==> config.mk <==
export PLATFORM = sky130hd
export DESIGN_NAME = hdmi_period_scheduler
export DESIGN_NICKNAME = d
export VERILOG_FILES = /design/src/rtl/hdmi_period_scheduler.sv
export SDC_FILE = /design/constraint.sdc
export NUM_CORES = 1
export LEC_CHECK = 0
export ABC_CLOCK_PERIOD_IN_PS = 3750
export BUFFER_PORTS_ARGS = -buffer_cell sky130_fd_sc_hd__buf_2
export CORE_MARGIN = 2
export CORE_UTILIZATION = 50
export DETAILED_ROUTE_END_ITERATION = 12
export PLACE_DENSITY_LB_ADDON = 0.12
export SETUP_SLACK_MARGIN = 0.5
export SYNTH_ARGS = -nofsm -noshare
export SYNTH_HDL_FRONTEND = slang
export SYNTH_SLANG_ARGS = --single-unit
==> constraint.sdc <==
create_clock -name i_clk -period 3.75 [get_ports i_clk]
set_input_delay 0 -clock i_clk [delete_from_list [all_inputs] [get_ports i_clk]]
set_output_delay 0 -clock i_clk [all_outputs]
set_load 0.02 [all_outputs]
==> src/rtl/hdmi_period_scheduler.sv <==
// hdmi_period_scheduler
// Raster timing generator for one HDMI/DVI link. Tracks the (h, v) position,
// decides which period the TMDS encoders are in (control, preamble, guard band
// or active video), and issues pixel fetch requests one cycle ahead of video.
// All outputs are registered and describe the position held in the counters.

module hdmi_period_scheduler #(
  parameter int H_ACTIVE  = 640,
  parameter int H_FP      = 16,
  parameter int H_SYNC    = 96,
  parameter int H_BP      = 48,
  parameter int V_ACTIVE  = 480,
  parameter int V_FP      = 10,
  parameter int V_SYNC    = 2,
  parameter int V_BP      = 33,
  parameter bit HSYNC_POL = 1'b0,
  parameter bit VSYNC_POL = 1'b0,
  parameter bit HDMI_MODE = 1'b1
) (
  input  logic                        i_clk,
  input  logic                        i_rst_n,
  input  logic                        i_en,
  output logic                        o_blanking,
  output logic [1:0]                  o_ctrl_ch0,
  output logic [1:0]                  o_ctrl_ch1,
  output logic [1:0]                  o_ctrl_ch2,
  output logic                        o_de,
  output logic                        o_guard,
  output logic                        o_guard_tmds,
  output logic                        o_pix_req,
  output logic [$clog2(H_ACTIVE)-1:0] o_x,
  output logic [$clog2(V_ACTIVE)-1:0] o_y,
  output logic                        o_frame_start
);

  localparam int H_TOTAL = H_ACTIVE + H_FP + H_SYNC + H_BP;
  localparam int V_TOTAL = V_ACTIVE + V_FP + V_SYNC + V_BP;
  localparam int HW = $clog2(H_TOTAL);
  localparam int VW = $clog2(V_TOTAL);
  localparam int XW = $clog2(H_ACTIVE);
  localparam int YW = $clog2(V_ACTIVE);

  localparam logic [HW-1:0] H_LAST      = HW'(H_TOTAL - 1);
  localparam logic [HW-1:0] H_ACT_END   = HW'(H_ACTIVE);
  localparam logic [HW-1:0] H_SYNC_BEG  = HW'(H_ACTIVE + H_FP);
  localparam logic [HW-1:0] H_BP_BEG    = HW'(H_ACTIVE + H_FP + H_SYNC);
  localparam logic [HW-1:0] H_PRE_BEG   = HW'(H_TOTAL - 10);
  localparam logic [HW-1:0] H_GUARD_BEG = HW'(H_TOTAL - 2);
  localparam logic [VW-1:0] V_LAST      = VW'(V_TOTAL - 1);
  localparam logic [VW-1:0] V_ACT_END   = VW'(V_ACTIVE);
  localparam logic [VW-1:0] V_SYNC_BEG  = VW'(V_ACTIVE + V_FP);
  localparam logic [VW-1:0] V_SYNC_END  = VW'(V_ACTIVE + V_FP + V_SYNC);

  typedef enum logic [2:0] {
    ST_ACTIVE,
    ST_FP,
    ST_SYNC,
    ST_BP,
    ST_PREAMBLE,
    ST_GUARD
  } hstate_t;

  hstate_t       state, state_nxt;
  logic [HW-1:0] h, h_nxt, h_nn;
  logic [VW-1:0] v, v_nxt, v_nn;
  logic          next_line_active;
  logic          pix_req_nxt;

  // Position after this edge (idle when disabled) and the one after that,
  // which is the position a pixel request has to be issued for.
  always_comb begin
    h_nxt = H_ACT_END;
    v_nxt = V_LAST;
    if (i_en) begin
      h_nxt = (h == H_LAST) ? '0 : h + 1'b1;
      v_nxt = v;
      if (h == H_LAST) v_nxt = (v == V_LAST) ? '0 : v + 1'b1;
    end
    h_nn = (h_nxt == H_LAST) ? '0 : h_nxt + 1'b1;
    v_nn = v_nxt;
    if (h_nxt == H_LAST) v_nn = (v_nxt == V_LAST) ? '0 : v_nxt + 1'b1;
    next_line_active = (v_nxt == V_LAST) || ((v_nxt + 1'b1) < V_ACT_END);
    pix_req_nxt = (h_nn < H_ACT_END) && (v_nn < V_ACT_END);
  end

  // Raster position counters; reset parks them on the idle position.
  always_ff @(posedge i_clk) begin
    if (!i_rst_n) begin
      h <= H_ACT_END;
      v <= V_LAST;
    end else begin
      h <= h_nxt;
      v <= v_nxt;
    end
  end

  // Horizontal period state register.
  always_ff @(posedge i_clk) begin
    if (!i_rst_n) state <= ST_FP;
    else          state <= state_nxt;
  end

  // Horizontal period transitions; preamble and guard only lead into an active line.
  always_comb begin
    state_nxt = state;
    if (!i_en) begin
      state_nxt = ST_FP;
    end else begin
      case (state)
        ST_ACTIVE:   if (h_nxt == H_ACT_END) state_nxt = ST_FP;
        ST_FP:       if (h_nxt == H_SYNC_BEG) state_nxt = ST_SYNC;
        ST_SYNC:     if (h_nxt == H_BP_BEG) state_nxt = ST_BP;
        ST_BP: begin
          if (HDMI_MODE && next_line_active && h_nxt == H_PRE_BEG)
            state_nxt = ST_PREAMBLE;
          else if (h_nxt == '0)
            state_nxt = (v_nxt < V_ACT_END) ? ST_ACTIVE : ST_FP;
        end
        ST_PREAMBLE: if (h_nxt == H_GUARD_BEG) state_nxt = ST_GUARD;
        ST_GUARD:    if (h_nxt == '0) state_nxt = ST_ACTIVE;
        default:     state_nxt = ST_FP;
      endcase
    end
  end

  // Encoder-side outputs decoded from the upcoming period and registered with it.
  always_ff @(posedge i_clk) begin
    if (!i_rst_n) begin
      o_blanking    <= 1'b1;
      o_ctrl_ch0    <= {~VSYNC_POL, ~HSYNC_POL};
      o_ctrl_ch1    <= 2'b00;
      o_de          <= 1'b0;
      o_guard       <= 1'b0;
      o_pix_req     <= 1'b0;
      o_x           <= '0;
      o_y           <= '0;
      o_frame_start <= 1'b0;
    end else begin
      o_blanking    <= (state_nxt != ST_ACTIVE);
      o_ctrl_ch0[1] <= (v_nxt >= V_SYNC_BEG && v_nxt < V_SYNC_END) ? VSYNC_POL : ~VSYNC_POL;
      o_ctrl_ch0[0] <= (state_nxt == ST_SYNC) ? HSYNC_POL : ~HSYNC_POL;
      o_ctrl_ch1    <= (state_nxt == ST_PREAMBLE) ? 2'b01 : 2'b00;
      o_de          <= (state_nxt == ST_ACTIVE);
      o_guard       <= (state_nxt == ST_GUARD);
      o_pix_req     <= pix_req_nxt;
      o_x           <= pix_req_nxt ? h_nn[XW-1:0] : '0;
      o_y           <= pix_req_nxt ? v_nn[YW-1:0] : '0;
      o_frame_start <= pix_req_nxt && (h_nn == '0) && (v_nn == '0);
    end
  end

  // Guard flag delayed to line up with the encoder output register.
  always_ff @(posedge i_clk) begin
    if (!i_rst_n) o_guard_tmds <= 1'b0;
    else          o_guard_tmds <= o_guard;
  end

  // Only the video preamble (CTL0 on channel 1) is ever signalled; channel 2 stays idle.
  assign o_ctrl_ch2 = 2'b00;

endmodule

==> results.md <==
* Final hold vios at 0
* Commonest cells after routing, fill and taps aside: 47 x dfxtp_1, 41 x nand2_1, 39 x nor2_1, 33 x buf_4, 30 x buf_2
* Register area share after synthesis at 30.5%
* Row cnt at 29
* Core area at 6420 um2
* GPL Wtd Cong at 0.954
* Mapped Cells at 422
* Switching power at 231 uW
* Synth area leaders: dfxtp_1 31%, nor2_1 4.8%, nand2_1 4.6%
* Worst vdd ir at 237 uV
* WL final at 10000 um
* Initial antenna violation count at 0
* Area Overhead vs Synth at 25.6%
* Inserted Clock Buffers at 5
* TritonRoute pass-1 iters at 8
* Synthesized area at 3350 um2
* Setup TNS at 0 ps
* Startpoint types: register
* Initial Utilization at 52.1%
* Worst Path Max Fanout at 8
* Min cycle time layout at 3380 ps
* Vias in the first global route at 3336
* Status: finished, violations left
* WL/cell at 18.3 um
* Crit path DAT at 3580 ps
* Failing checks: design-rule violations
* Via count at 3488
* Share of layout cells above drive strength 1 at 28.3%
* Gate power share at 4.9%
* Synth warn at 0
* Antenna Cells at 0
* Global-route wire length before repair at 16300 um
* Pwr dens at 251 nW/um2
* Die extent in y at 85.8 um
* Via density at 6.34
* Max_slew headroom at 45.7%
* First DRT Iteration DRCs at 210
* Slew Viols, Final at 0
* Syn avg cell area at 7.93 um2
* CTS tree: yes
* Sw Ratio at 21.8%
* Clk_lat worst skew at 310 ps
* P_leak at 0.00161 uW
* Worst hold path type: in -> reg
* Crit end category: register
* DRC at 2
* Async S/R FF share, synth at 0%
* Clk sinks at 51
* Critical Path RT at 3950 ps
* Largest net degree at the start of global routing at 26
* Root Driver: clkbuf_8
* Top-level I/O count at 34
* Netlist cell types at 76
* Post-route ant nets at 0
* Crit Path Category: reg -> reg
* Post-synth EDFFs at 0
* Main synth FF type: dfxtp_1
* Final Net Count at 484
* RSZ-0062 raised after global routing: yes
* Commonest non-fill, non-tap cell in the layout: dfxtp_1
* Clock slew at reported path FFs at 110 ps
* Final HPWL DP at 7140 um
* Max-cap viol count at 0
* Total power at 1060 uW
* Max clock buf depth at 2
* CTS H-tree depth at 2
* Yosys reg bits at 51
* Fmax achieved at 295 MHz
* Pint at 825 uW
* Setup violations, final at 0
* Power share of the sequential group at 51.4%
* Grt ovf at 0
* Fin Hold WS at 209 ps
* Cell taking the most area after synthesis: dfxtp_1
* Fin crit share at 90.3%
* Worst Tran Pin Value at 809 ps
* Worst Skew at 12.2 ps
* Port bufs at 30
* Total track usage at 27.9%
* Die ar. at 7360 um2
* Die Width at 85.8 um
* Clock share of power at 43.8%
* Synth top area share at 30.5%
## metrics by stage
| stage | cell area (um2) | utilization [%] | instances | setup slack (ps) |
|---|---|---|---|---|
| final | 4200 | 65.4 | 550 | 365 |
| after CTS | 4050 | 63.0 | 546 | 437 |
| after global routing | 4200 | 65.4 | 550 | 286 |
| after floorplan | 3410 | - | 424 | 415 |
| after detailed placement | 3660 | 57.1 | 526 | 115 |
| after global placement | 3660 | 57.1 | 526 | 89.1 |
## what timing repair did
item / in CTS / in global routing
endpoints found under the hold margin: 4 / 0
hold buffers: 1 / 0
resized for setup: 32 / 26
buffers inserted: 11 / 4
pin swaps: 12 / 12
gates cloned: 0 / 0
setup endpoints to repair: 29 / 29
## final cells by class
cell class / count / area (um2)
multi-input cells: 330 / 2410
fillers: 541 / 2220
clock buffers: 5 / 68.8
repair buffers: 70 / 475
clock inverters: 3 / 67.6
well taps: 77 / 96.3
inverters: 14 / 52.6
flip-flops and latches: 51 / 1030
## flip-flops by register name, indices dropped and copies added, names as in the netlist
name / cells
o_guard_tmds: 1
o_ctrl_ch0: 2
h: 10
o_blanking: 1
o_ctrl_ch1: 1
v: 10
state: 3
o_x: 10
o_guard: 1
o_de: 1
o_frame_start: 1
o_pix_req: 1
o_y: 9
## power groups by stage
stage | clock network [uW] | logic [uW] | registers (uW)
after floorplan | 0 | 27.1 | 556
after global placement | 0 | 36.1 | 556
after detailed placement | 0 | 36.0 | 556
after CTS | 464 | 46.4 | 542
after global routing | 490 | 54.7 | 543
final | 462 | 51.3 | 542
## Yosys cell counts, types with 4 or more instances
cell type,number
and3_1,9
xnor2_1,8
a31oi_1,4
and2_1,9
nor2_1,43
nand2_1,41
inv_1,13
a21oi_1,17
o21ai_0,7
nand4b_1,4
or3_1,6
o21a_1,6
nand2b_1,4
clkbuf_1,15
buf_2,7
and4_1,4
o211ai_1,6
nor3_1,19
xor2_1,12
nand3_1,26
nand4_1,11
dfxtp_1,51
nor4_1,12
ha_1,9
## critical path: stages, from the launching register on
cell and delay (ps):
dfxtp_2 380, ha_4 140, nand4_1 130, buf_6 190
buf_4 170, o311a_1 360, a21oi_2 140, inv_1 140
ha_4 220, nand4_1 70, nor4_1 50, o221a_1 320
or3_1 410, a311o_1 340, a211o_1 230
## cells by family after synthesis
group,count (synthesis),synth area share (%)
other cells,1,0.112
xor+xnor,20,5.23
flops,51,30.5
compound gates,83,19.4
simple gates,212,34.4
buf+inv,43,6.09
mux,3,0.935
fa+ha+maj,9,3.36
## routing by layer
metal	wire [um]	share of wire, %	up-vias	GRT usage, %
li1	-	-	1648	-
met1	4110	41	1670	34.9
met2	5080	51	150	49.3
met3	629	6.3	20	3.75
met4	226	2.2	0	9.52
met5	0	0	-	0
## final timing paths
| path | from | to | slack, ps | cells after the start |
|---|---|---|---|---|
| setup / recovery | h[1] | o_ctrl_ch0[0] | 370 | 14 |
| hold / removal | i_en | h[2] | 210 | 3 |
| setup reg to reg | h[1] | o_ctrl_ch0[0] | 370 | 14 |
| hold reg to reg | o_guard | o_guard_tmds | 460 | 1 |
No activity file was read; power rests on OpenSTA's default activity.
